$ cat config.mk
export PLATFORM = sky130hd
export DESIGN_NAME = tt_input_debounce_flat
export DESIGN_NICKNAME = d
export VERILOG_FILES = /design/src/rtl/tt_input_debounce_if.sv /design/src/rtl/tt_input_debounce.sv /design/src/flat_wrapper.sv
export SDC_FILE = /design/constraint.sdc
export NUM_CORES = 1
export LEC_CHECK = 0
export ABC_AREA = 1
export CAP_MARGIN = 40
export CORE_UTILIZATION = 44
export CTS_CLUSTER_SIZE = 28
export DETAILED_ROUTE_END_ITERATION = 10
export HOLD_SLACK_MARGIN = 0.12
export PLACE_DENSITY = 0.81
export SLEW_MARGIN = 20
export SYNTH_ARGS = -nofsm -noshare
export SYNTH_HDL_FRONTEND = slang
export SYNTH_SLANG_ARGS = --single-unit
$ cat constraint.sdc
create_clock -name clk -period 1.15 [get_ports clk]
set_input_delay 0.115 -clock clk [delete_from_list [all_inputs] [get_ports clk]]
set_output_delay 0.115 -clock clk [all_outputs]
set_load 0.005 [all_outputs]
$ cat src/rtl/tt_input_debounce_if.sv
// Raw/debounced signal bundle for the NOR-stage input conditioner.
// master drives raw inputs and clear; slave produces the clean levels.
interface tt_input_debounce_if #(
  parameter int WIDTH = 2
);
  logic [WIDTH-1:0]   raw_in;
  logic               evt_clr;
  logic [WIDTH-1:0]   db_out;
  logic [WIDTH-1:0]   rise_p;
  logic [WIDTH-1:0]   fall_p;
  logic [4*WIDTH-1:0] evt_cnt;

  modport master (
    output raw_in, evt_clr,
    input  db_out, rise_p, fall_p, evt_cnt
  );

  modport slave (
    input  raw_in, evt_clr,
    output db_out, rise_p, fall_p, evt_cnt
  );
endinterface

$ cat src/rtl/tt_input_debounce.sv
// Per-channel 2-flop synchronizer + stability-count debouncer with edge pulses.
// Optional per-channel rise-event counters when EVT_CNT_EN is defined.
module tt_input_debounce #(
  parameter int WIDTH     = 2,
  parameter int DB_CYCLES = 4
) (
  input logic clk,
  input logic rst_n,
  tt_input_debounce_if.slave bus
);
  localparam int CW = $clog2(DB_CYCLES + 1);
  localparam logic [CW-1:0] LAST = CW'(DB_CYCLES - 1);

  logic [WIDTH-1:0] s1;
  logic [WIDTH-1:0] s2;
  logic [WIDTH-1:0] db;
  logic [WIDTH-1:0] rise;
  logic [WIDTH-1:0] fall;

  always_ff @(posedge clk or negedge rst_n) begin
    if (!rst_n) begin
      s1 <= '0;
      s2 <= '0;
    end else begin
      s1 <= bus.raw_in;
      s2 <= s1;
    end
  end

  for (genvar i = 0; i < WIDTH; i++) begin : g_ch
    logic [CW-1:0] cnt;

    // A change is accepted only after DB_CYCLES unbroken mismatching samples.
    always_ff @(posedge clk or negedge rst_n) begin
      if (!rst_n) begin
        cnt     <= '0;
        db[i]   <= 1'b0;
        rise[i] <= 1'b0;
        fall[i] <= 1'b0;
      end else begin
        rise[i] <= 1'b0;
        fall[i] <= 1'b0;
        if (s2[i] == db[i]) begin
          cnt <= '0;
        end else if (cnt == LAST) begin
          cnt     <= '0;
          db[i]   <= s2[i];
          rise[i] <= s2[i];
          fall[i] <= ~s2[i];
        end else begin
          cnt <= cnt + CW'(1);
        end
      end
    end
  end

`ifdef EVT_CNT_EN
  logic [4*WIDTH-1:0] evt;

  for (genvar i = 0; i < WIDTH; i++) begin : g_evt
    always_ff @(posedge clk or negedge rst_n) begin
      if (!rst_n) begin
        evt[4*i +: 4] <= 4'd0;
      end else if (bus.evt_clr) begin
        evt[4*i +: 4] <= 4'd0;
      end else if (rise[i]) begin
        evt[4*i +: 4] <= evt[4*i +: 4] + 4'd1;
      end
    end
  end

  assign bus.evt_cnt = evt;
`else
  logic unused_evt_clr;
  assign unused_evt_clr = bus.evt_clr;
  assign bus.evt_cnt    = '0;
`endif

  assign bus.db_out = db;
  assign bus.rise_p = rise;
  assign bus.fall_p = fall;
endmodule

$ cat src/flat_wrapper.sv
// flat-port wrapper written by rule: the top's interface ports become plain ports
module tt_input_debounce_flat 
#(
  parameter int WIDTH     = 2,
  parameter int DB_CYCLES = 4
)
  (clk, rst_n, bus_raw_in, bus_evt_clr, bus_db_out, bus_rise_p, bus_fall_p, bus_evt_cnt);
  tt_input_debounce_if #(.WIDTH(WIDTH)) bus_i ();
  input logic clk;
  input logic rst_n;
  input wire logic [$bits(bus_i.raw_in)-1:0] bus_raw_in;
  input wire logic [$bits(bus_i.evt_clr)-1:0] bus_evt_clr;
  output wire logic [$bits(bus_i.db_out)-1:0] bus_db_out;
  output wire logic [$bits(bus_i.rise_p)-1:0] bus_rise_p;
  output wire logic [$bits(bus_i.fall_p)-1:0] bus_fall_p;
  output wire logic [$bits(bus_i.evt_cnt)-1:0] bus_evt_cnt;
  assign bus_i.raw_in = bus_raw_in;
  assign bus_i.evt_clr = bus_evt_clr;
  assign bus_db_out = bus_i.db_out;
  assign bus_rise_p = bus_i.rise_p;
  assign bus_fall_p = bus_i.fall_p;
  assign bus_evt_cnt = bus_i.evt_cnt;
  tt_input_debounce #(.WIDTH(WIDTH), .DB_CYCLES(DB_CYCLES)) u_core (.clk(clk), .rst_n(rst_n), .bus(bus_i));
endmodule
* Word-level counts from Yosys, hierarchy flattened *
Index checks and enable logic that the tools add are counted.

word-level totals
  bits in writable memories = 0
  input port bits = 5
  latch bits = 0
  memories = 0
  register bits = 16
  word-level logic and storage cells = 34
  output and inout port bits = 14
  bits in read-only memories = 0

operators by class
  order comparisons = 0
  shift-type cells = 0
  $mul = 0
  divide/modulo/power cells = 0
  add/subtract/negate cells = 2
  equality and inequality tests = 4
  mux-type cells = 12
  reduce and logical (&&, ||, !) cells = 2
  bitwise operators = 4

operators with widths
  operator               number
  $mux W3                4
  $mux W1                8
  $add A3 B1 Y3 const B  2
  $eq A3 B2 Y1 const B   2
  $not A1 Y1             4
  $reduce_and A2 Y1      2
  $eq A1 B1 Y1           2

* Depth between registers and ports, before layout *
Gate-level depths: netlist of the first run.

  depth in word-level cells = 3
  gate-level depth with buffers = 4
  gate-level depth less buffers = 4

* Worst setup path before layout of the first run *
OpenSTA, ideal clock, no wires.

  path kind = flip-flop to flip-flop
  start point = reg u_core.g_ch[1].cnt[0]
  end point = reg u_core.g_ch[1].cnt[0]
  clock period less this slack = 0.886 ns
  setup time = 0.071 ns
  slack = 0.264 ns
  required time = 1.079 ns
  arrival time = 0.815 ns
  path buffers = 0
  cell stages (with the launch flop) = 5
  cell sequence = dfrtp_1 > ha_1 > nand2_1 > nand2_1 > nor2_1

on the way
  word-level cells in the longest chain between the ends = 3
  elaborated cells on any way between the ends = 4
  classes of those cells = 1 x add/sub; 1 x eq/ne; 2 x mux

ends and longest elaborated chain
  element                                               RTL line                                          RTL
  start, declared                                       tt_input_debounce.sv:31                           logic [CW-1:0] cnt;
  start signal, assigned                                tt_input_debounce.sv:51                           cnt <= cnt + CW'(1);
  $add A3 B1 Y3 / $eq A3 B2 Y1 (equally long branches)  tt_input_debounce.sv:51, tt_input_debounce.sv:45
  $mux W3 *                                             tt_input_debounce.sv:45                           end else if (cnt == LAST) begin
  $mux W3 *                                             tt_input_debounce.sv:43                           if (s2[i] == db[i]) begin

Every way passes the cells marked *; elsewhere a longest branch is shown, timed or not.
A chain may end at the register's enable or synchronous reset.

* Final worst setup path of the first run *
  start point = reg u_core.db[0], in the netlist u_core.bus.db_out[0]
  end point = out bus_db_out[0]

RTL lines
  element                          RTL line                 RTL
  start, declared                  tt_input_debounce.sv:16  logic [WIDTH-1:0] db;
  start signal, assigned by index  tt_input_debounce.sv:47  db[i] <= s2[i];
  end, declared                    flat_wrapper.sv:13       output wire logic [$bits(bus_i.db_out)-1:0] bus_db_out;

No word-level cell between the ends.

==> key figures, run 1 <==
Run status
  • Status: complete, no violations

Synthesis
  • Synth top area cells: dfrtp_1, buf_4, nand2_1, inv_1, nor2_1
  • Synthesized cell area: 649 sq um
  • Mapped Cells: 67
  • Yosys reg bits: 16
  • Post-Syn Area per Cell: 9.69 sq um
  • Sequential-to-total area share from yosys stat: 61.7%
  • Fraction of post-synthesis cell area in the top cell type by area: 61.7%
  • Area leader, netlist: dfrtp_1
  • Post-synthesis cell type count: 10
  • Ys Warns: 0

Global route
  • Vias in the first global route: 335
  • Tot GR Track Use: 15.7%
  • First-pass GRT wire length: 1470 microns
  • Initial antenna violation count: 0
  • Largest net degree at the start of global routing: 17
  • Gr ovfl total: 0

Cells and area
  • Multi-input gate area: 174 sq um
  • Layout fillers: 126
  • Fin nets: 90
  • Layout cell share with drive strength beyond 1: 9.88%
  • ANT cells: 0
  • Area delta synth->final: 17.3%
  • Storage cell area: 400 sq um
  • Most common library cell in the layout ignoring fill and taps: dfrtp_1
  • Non-Filler Instances: 96
  • Most frequent cells in the layout: dfrtp_1, nand2_1, inv_1
  • Fin util: 57.1%
  • Final instance area: 762 sq um

Critical path
  • Crit path DAT: 0.94 ns
  • Req. time, crit path: 1.03 ns
  • Buffers & Inverters on Critical Path: 1
  • CP startpoint kind: register
  • Slowest CP cell: dfrtp_1
  • CP cell instances: dlygate4sd2_1
  • CP Class: reg -> out
  • Crit-path max cell delay: 0.40 ns
  • CP max FO: 2
  • Worst Reg-to-Reg Cells: 4
  • FF-to-FF End: u_core.g_ch[1].cnt[0]
  • R2R Setup Slk: 0.14 ns
  • FF-to-FF Start: u_core.g_ch[1].cnt[0]
  • Worst setup EP type: output port
  • CP top delay family: flip-flops

Clock tree
  • Clk slew on worst S/H paths: 0.08 ns
  • H-tree Lvls: 1
  • CTS tree: done
  • Clk Latency, worst-skew pair: 0.28 ns
  • Clock Root Buffer: clkbuf_4
  • Clock sink count: 16
  • CTS max path bufs: 2
  • TritonCTS Buffers: 3

Timing
  • Fin. max-slew vios: 0
  • Setup TNS: 0 ns
  • Hold slack: 0.146 ns
  • Final Worst Setup Slack: 0.0992 ns
  • Skew final: 0.00186 ns
  • RSZ-0062 raised after global routing: no
  • Hold Vio Cnt, Final: 0
  • Fin crit period: 1.05 ns
  • Final worst-path cycle share: 91.4%
  • Fmax: 952 MHz
  • Final setup fails: 0

Floorplan
  • Number of top-level design ports: 19
  • Starting Density: 48.7%
  • # rows: 13
  • Die W: 40.4 microns
  • Core Box Area: 1330 sq um
  • Die Y: 40.4 microns
  • Die area: 1630 sq um

Pwr
  • Final Power: 1.42 mW
  • P per Cell Area: 1860 nW/um^2
  • Leak: 0.433 nW
  • Maximum vdd drop: 0.000961 V

Placed design
  • Hpwl dp: 717 microns
  • DP Cell Count: 91
  • Area after DPL: 732 sq um
  • IO Port Bufs: 9
  • Routability cong.: 0.683
  • Worst slack, placed: 0.142 ns

Routing
  • Final WL: 945 microns
  • Starting DRC count in detailed routing: 9
  • DRC: 0
  • Via count: 421
  • Vias per cell: 4.39
  • Drt pass-1 iters: 4
  • ANT nets after route: 0
  • WL/cell: 9.84 microns

Flow run
  • Max-Cap Viols: 0

Worst hold path
  • Hold Crit Class: in -> async
-- registers in the layout (all words and copies together) (netlist names) --
name and cells:
u_core.bus.fall_p 2, u_core.bus.rise_p 2, u_core.s1 2, u_core.g_ch.cnt 6, u_core.s2 2, u_core.bus.db_out 2
-- per-layer routing --
layer / share of wire, % / global-route usage [%]
met3: 4.7 / 8.33
met2: 52 / 23.4
met4: 1.2 / 12.5
met5: 0 / 0
met1: 42 / 16.2
-- where the power goes --
| part | total [mW] | internal [mW] | switching (mW) |
|---|---|---|---|
| Sequential | 0.720 | 0.667 | 0.0521 |
| Clock | 0.278 | 0.121 | 0.157 |
| Combinational | 0.421 | 0.190 | 0.231 |
| Total | 1.42 | 0.979 | 0.439 |
-- how the worst max path moves through the flow --
stage | startpoint | cells after the start | to
after CTS | u_core.bus.db_out[0] | 1 | bus_db_out[0]
after detailed placement | u_core.bus.db_out[0] | 1 | bus_db_out[0]
final | u_core.bus.db_out[0] | 1 | bus_db_out[0]
after floorplan | u_core.g_ch[1].cnt[0] | 4 | u_core.g_ch[1].cnt[0]
after global routing | u_core.bus.db_out[0] | 1 | bus_db_out[0]
after global placement | u_core.bus.db_out[1] | 1 | bus_db_out[1]
-- cell usage after synthesis (all sizes together) --
cell type,instances
ha,2
dfrtp,16
nor3,2
inv,11
nand2,17
buf,8
conb,1
nand3,2
nor2,8
-- cell type report --
cell class                 count  area share, %
inverter                      11           5.42
sequential                    16           52.5
multi-input combinational     39           22.8
timing repair buffer          12           13.8
clock buffer                   3           2.96
tap                           15           2.46
-- logic make-up after synthesis --
| kind of cell | count (synthesis) | synth area share, % |
|---|---|---|
| and+or+nand+nor | 29 | 18.3 |
| other | 1 | 0.577 |
| adders and majority gates | 2 | 3.85 |
| DFF | 16 | 61.7 |
| buffers and inverters | 19 | 15.6 |
-- timing repair --
item	4_1_cts	5_1_grt
hold buffers	0	0
gates resized for setup	6	0
buffers inserted	2	0
endpoints found under the setup margin	6	0
(Power assumes the default switching activity.)
==> inputs of run 2 (changes only) <==
--- a/config.mk
+++ b/config.mk
@@ -9,3 +9,3 @@
 export CAP_MARGIN = 40
-export CORE_UTILIZATION = 44
+export CORE_UTILIZATION = 40
 export CTS_CLUSTER_SIZE = 28
@@ -13,3 +13,3 @@
 export HOLD_SLACK_MARGIN = 0.12
-export PLACE_DENSITY = 0.81
+export PLACE_DENSITY = 0.78
 export SLEW_MARGIN = 20
==> constraint.sdc (replaced) <==
create_clock -name clk -period 0.9 [get_ports clk]
set_input_delay 0.09 -clock clk [delete_from_list [all_inputs] [get_ports clk]]
set_output_delay 0.09 -clock clk [all_outputs]
set_load 0.01 [all_outputs]
==> run 2 against run 1 <==
Effect of this change:
- the flow now finishes with violations (negative setup slack)
- highest routed layer unchanged
- die area rose by 9.5%
- sequential power rose by 32%
- critical endpoint is now u_core.g_ch[1].cnt[0]
- clock skew rose by 0.0051 ns
- cell area rose by 13%
- clock power rose by 66%
- global-route usage fell by 2.8 points
- cell count rose by 3.1%
==> key figures, run 2 (synthesis results as in run 1) <==
Run status
  • Violated checks: negative setup slack
  • Status: finished with violations

Cells and area
  • Final instance area: 861 sq um (+13%)
  • ANT cells: 0 (unchanged)
  • Most common library cell in the layout ignoring fill and taps: dfrtp_1
  • Most frequent cells in the layout: dfrtp_1, inv_1, conb_1
  • Area delta synth->final: 32.6%
  • Layout cell share with drive strength beyond 1: 39.8% (+30 points)
  • Largest register FFs: 6 (unchanged)
  • Non-Filler Instances: 99 (+3.1%)
  • Fin nets: 91 (+1.1%)
  • Largest Register: u_core.g_ch.cnt

Routing
  • DRC: 0 (unchanged)
  • Via count: 441 (+4.8%)
  • Starting DRC count in detailed routing: 13 (+4)
  • WL/cell: 10.7 microns (+8.8%)
  • ANT nets after route: 0 (unchanged)
  • Final WL: 1060 microns (+12%)
  • Vias per cell: 4.45 (+1.6%)
  • Drt pass-1 iters: 2 (-2)

Critical path
  • CP startpoint kind: register
  • CP cell instances: ha_4, nand2_4, nand2_1, nor2_1
  • Crit path DAT: 1.12 ns (+0.18 ns)
  • Worst setup EP type: register
  • CP Class: reg -> reg
  • CP Launch Point: u_core.g_ch[1].cnt[0]
  • CP max FO: 4 (+2)
  • Req. time, crit path: 1.12 ns (+0.09 ns)
  • Slowest CP cell: dfrtp_1
  • FF-to-FF Start: u_core.g_ch[1].cnt[0]
  • Buffers & Inverters on Critical Path: 0 (-1)
  • CP top delay family: flip-flops
  • Crit-path max cell delay: 0.42 ns (+0.02 ns)

Pwr
  • Logic pwr share: 36.1% (+6.4 points)
  • Cell Int Power: 1.45 mW (+49%)
  • Clock network fraction of total power: 20.9% (+1.3 points)
  • Switching share of power: 34.2% (+3.2 points)
  • Seq pwr share: 43.0% (-7.7 points)
  • Leak: 0.439 nW (+1.3%)
  • Maximum vdd drop: 0.00102 V (+6.5%)
  • Sw Pwr: 0.755 mW (+72%)
  • P per Cell Area: 2570 nW/um^2 (+38%)

Clock tree
  • H-tree Lvls: 1 (unchanged)
  • CTS tree: done
  • Clk Latency, worst-skew pair: 0.28 ns (about the same)
  • CTS max path bufs: 2 (unchanged)
  • Clk slew on worst S/H paths: 0.09 ns (about the same)
  • Clock Root Buffer: clkbuf_4
  • Clock sink count: 16 (unchanged)
  • TritonCTS Buffers: 3 (unchanged)

Timing
  • Fin crit period: 0.901 ns
  • Setup TNS: -0.000894 ns (-0.000894 ns)
  • RSZ-0062 raised after global routing: yes
  • Skew final: 0.00692 ns (+0.00506 ns)
  • Hold Vio Cnt, Final: 0 (unchanged)
  • Final setup fails: 1 (+1)
  • Final Worst Setup Slack: -0.000894 ns (-0.100 ns)
  • Final worst-path cycle share: 100%
  • Fin. max-slew vios: 0 (unchanged)
  • Fmax: 1110 MHz

Worst hold path
  • Hold Crit Start: bus_raw_in[1]
  • Hold Crit Class: in -> reg

Placed design
  • DP Cell Count: 94 (+3.3%)
  • IO Port Bufs: 9 (unchanged)
  • Area after DPL: 748 sq um (+2.2%)
  • Routability cong.: 0.647 (-5.2%)
  • Hpwl dp: 614 microns (-14%)

Global route
  • Tot GR Track Use: 12.9% (-2.8 points)
  • Vias in the first global route: 423 (+26%)
  • First-pass GRT wire length: 1640 microns (+11%)
  • Initial antenna violation count: 0 (unchanged)
  • Gr ovfl total: 0 (unchanged)
  • Largest net degree at the start of global routing: 17 (unchanged)

Floorplan
  • Core Box Area: 1510 sq um (+13%)
  • Die area: 1790 sq um (+9.5%)
  • Die Y: 42.3 microns (+4.6%)
  • # rows: 14 (+1)
  • Die W: 42.3 microns (+4.6%)
  • Number of top-level design ports: 19 (unchanged)
  • Starting Density: 43.1% (-5.6 points)

Flow run
  • Max-Cap Viols: 0 (unchanged)
[run 2: cell types whose count changed in the layout (fill, tap and decap cells not counted), sizes merged]
cell / previous run / this run
dlygate4sd2: 6 / 0
buf: 3 / 9
dlygate4sd3: 0 / 1
clkbuf: 3 / 4
[run 2: what timing repair did]
item                                    4_1_cts  5_1_grt
pin swaps                                     5        9
hold endpoints to repair                     16        0
setup buffers                                 1        0
hold buffers                                  1        0
resized for setup                            29       22
endpoints found under the setup margin       11       17
[run 2: cell type report]
class / instances / area (sq um)
inverters: 11 / 46.3
well taps: 16 / 20.0
multi-input cells: 39 / 262
fillers: 127 / 646
flip-flops and latches: 16 / 400
clock buffers: 4 / 36.3
repair buffers: 13 / 96.3
[run 2: power by group through the flow]
stage	combinational [mW]	sequential (mW)	clock, mW
6_report	0.798	0.950	0.461
5_1_grt	0.885	0.966	0.522
4_1_cts	0.583	0.908	0.474
3_5_place_dp	0.601	0.924	0
3_3_place_gp	0.574	0.916	0
2_1_floorplan	0.337	0.958	0
[run 2: stage by stage]
stage               total power [mW]  utilization (%)  hold WS (ns)  setup WS (ns)
CTS                             1.97             51.4         0.235        0.00318
detailed placement              1.53             49.7         0.342        -0.0690
finish                          2.21             57.1         0.243      -0.000894
global route                    2.37             57.1         0.231        -0.0533
floorplan                       1.29                -        -0.206         0.0142
global placement                1.49             49.7         0.334        -0.0371
[run 2: path summary, 6_finish.rpt]
check	to	slack [ns]	depth (start not counted)
min in group asynchronous	u_core.bus.fall_p[1]	0.67	3
worst max-delay path	u_core.g_ch[1].cnt[0]	-0.0009	4
max in group asynchronous	u_core.s2[1]	0.05	3
worst min-delay path	u_core.s1[1]	0.24	1
worst max register to register	u_core.g_ch[1].cnt[0]	-0.0009	4
worst min register to register	u_core.s2[1]	0.36	0
[run 2: worst register-to-register path: stages, from the launching register on]
cell and delay, ns:
dfrtp_1 0.42, ha_4 0.19, nand2_4 0.09, nand2_1 0.06, nor2_1 0.08
[run 2: routing by layer]
metal | up-vias | part of all wire [%] | track usage, %
met5 | - | 0 | 0
met4 | 0 | 2.6 | 11.3
met3 | 2 | 3.9 | 5.17
met2 | 14 | 55 | 20.6
met1 | 213 | 39 | 12.8
li1 | 212 | - | -
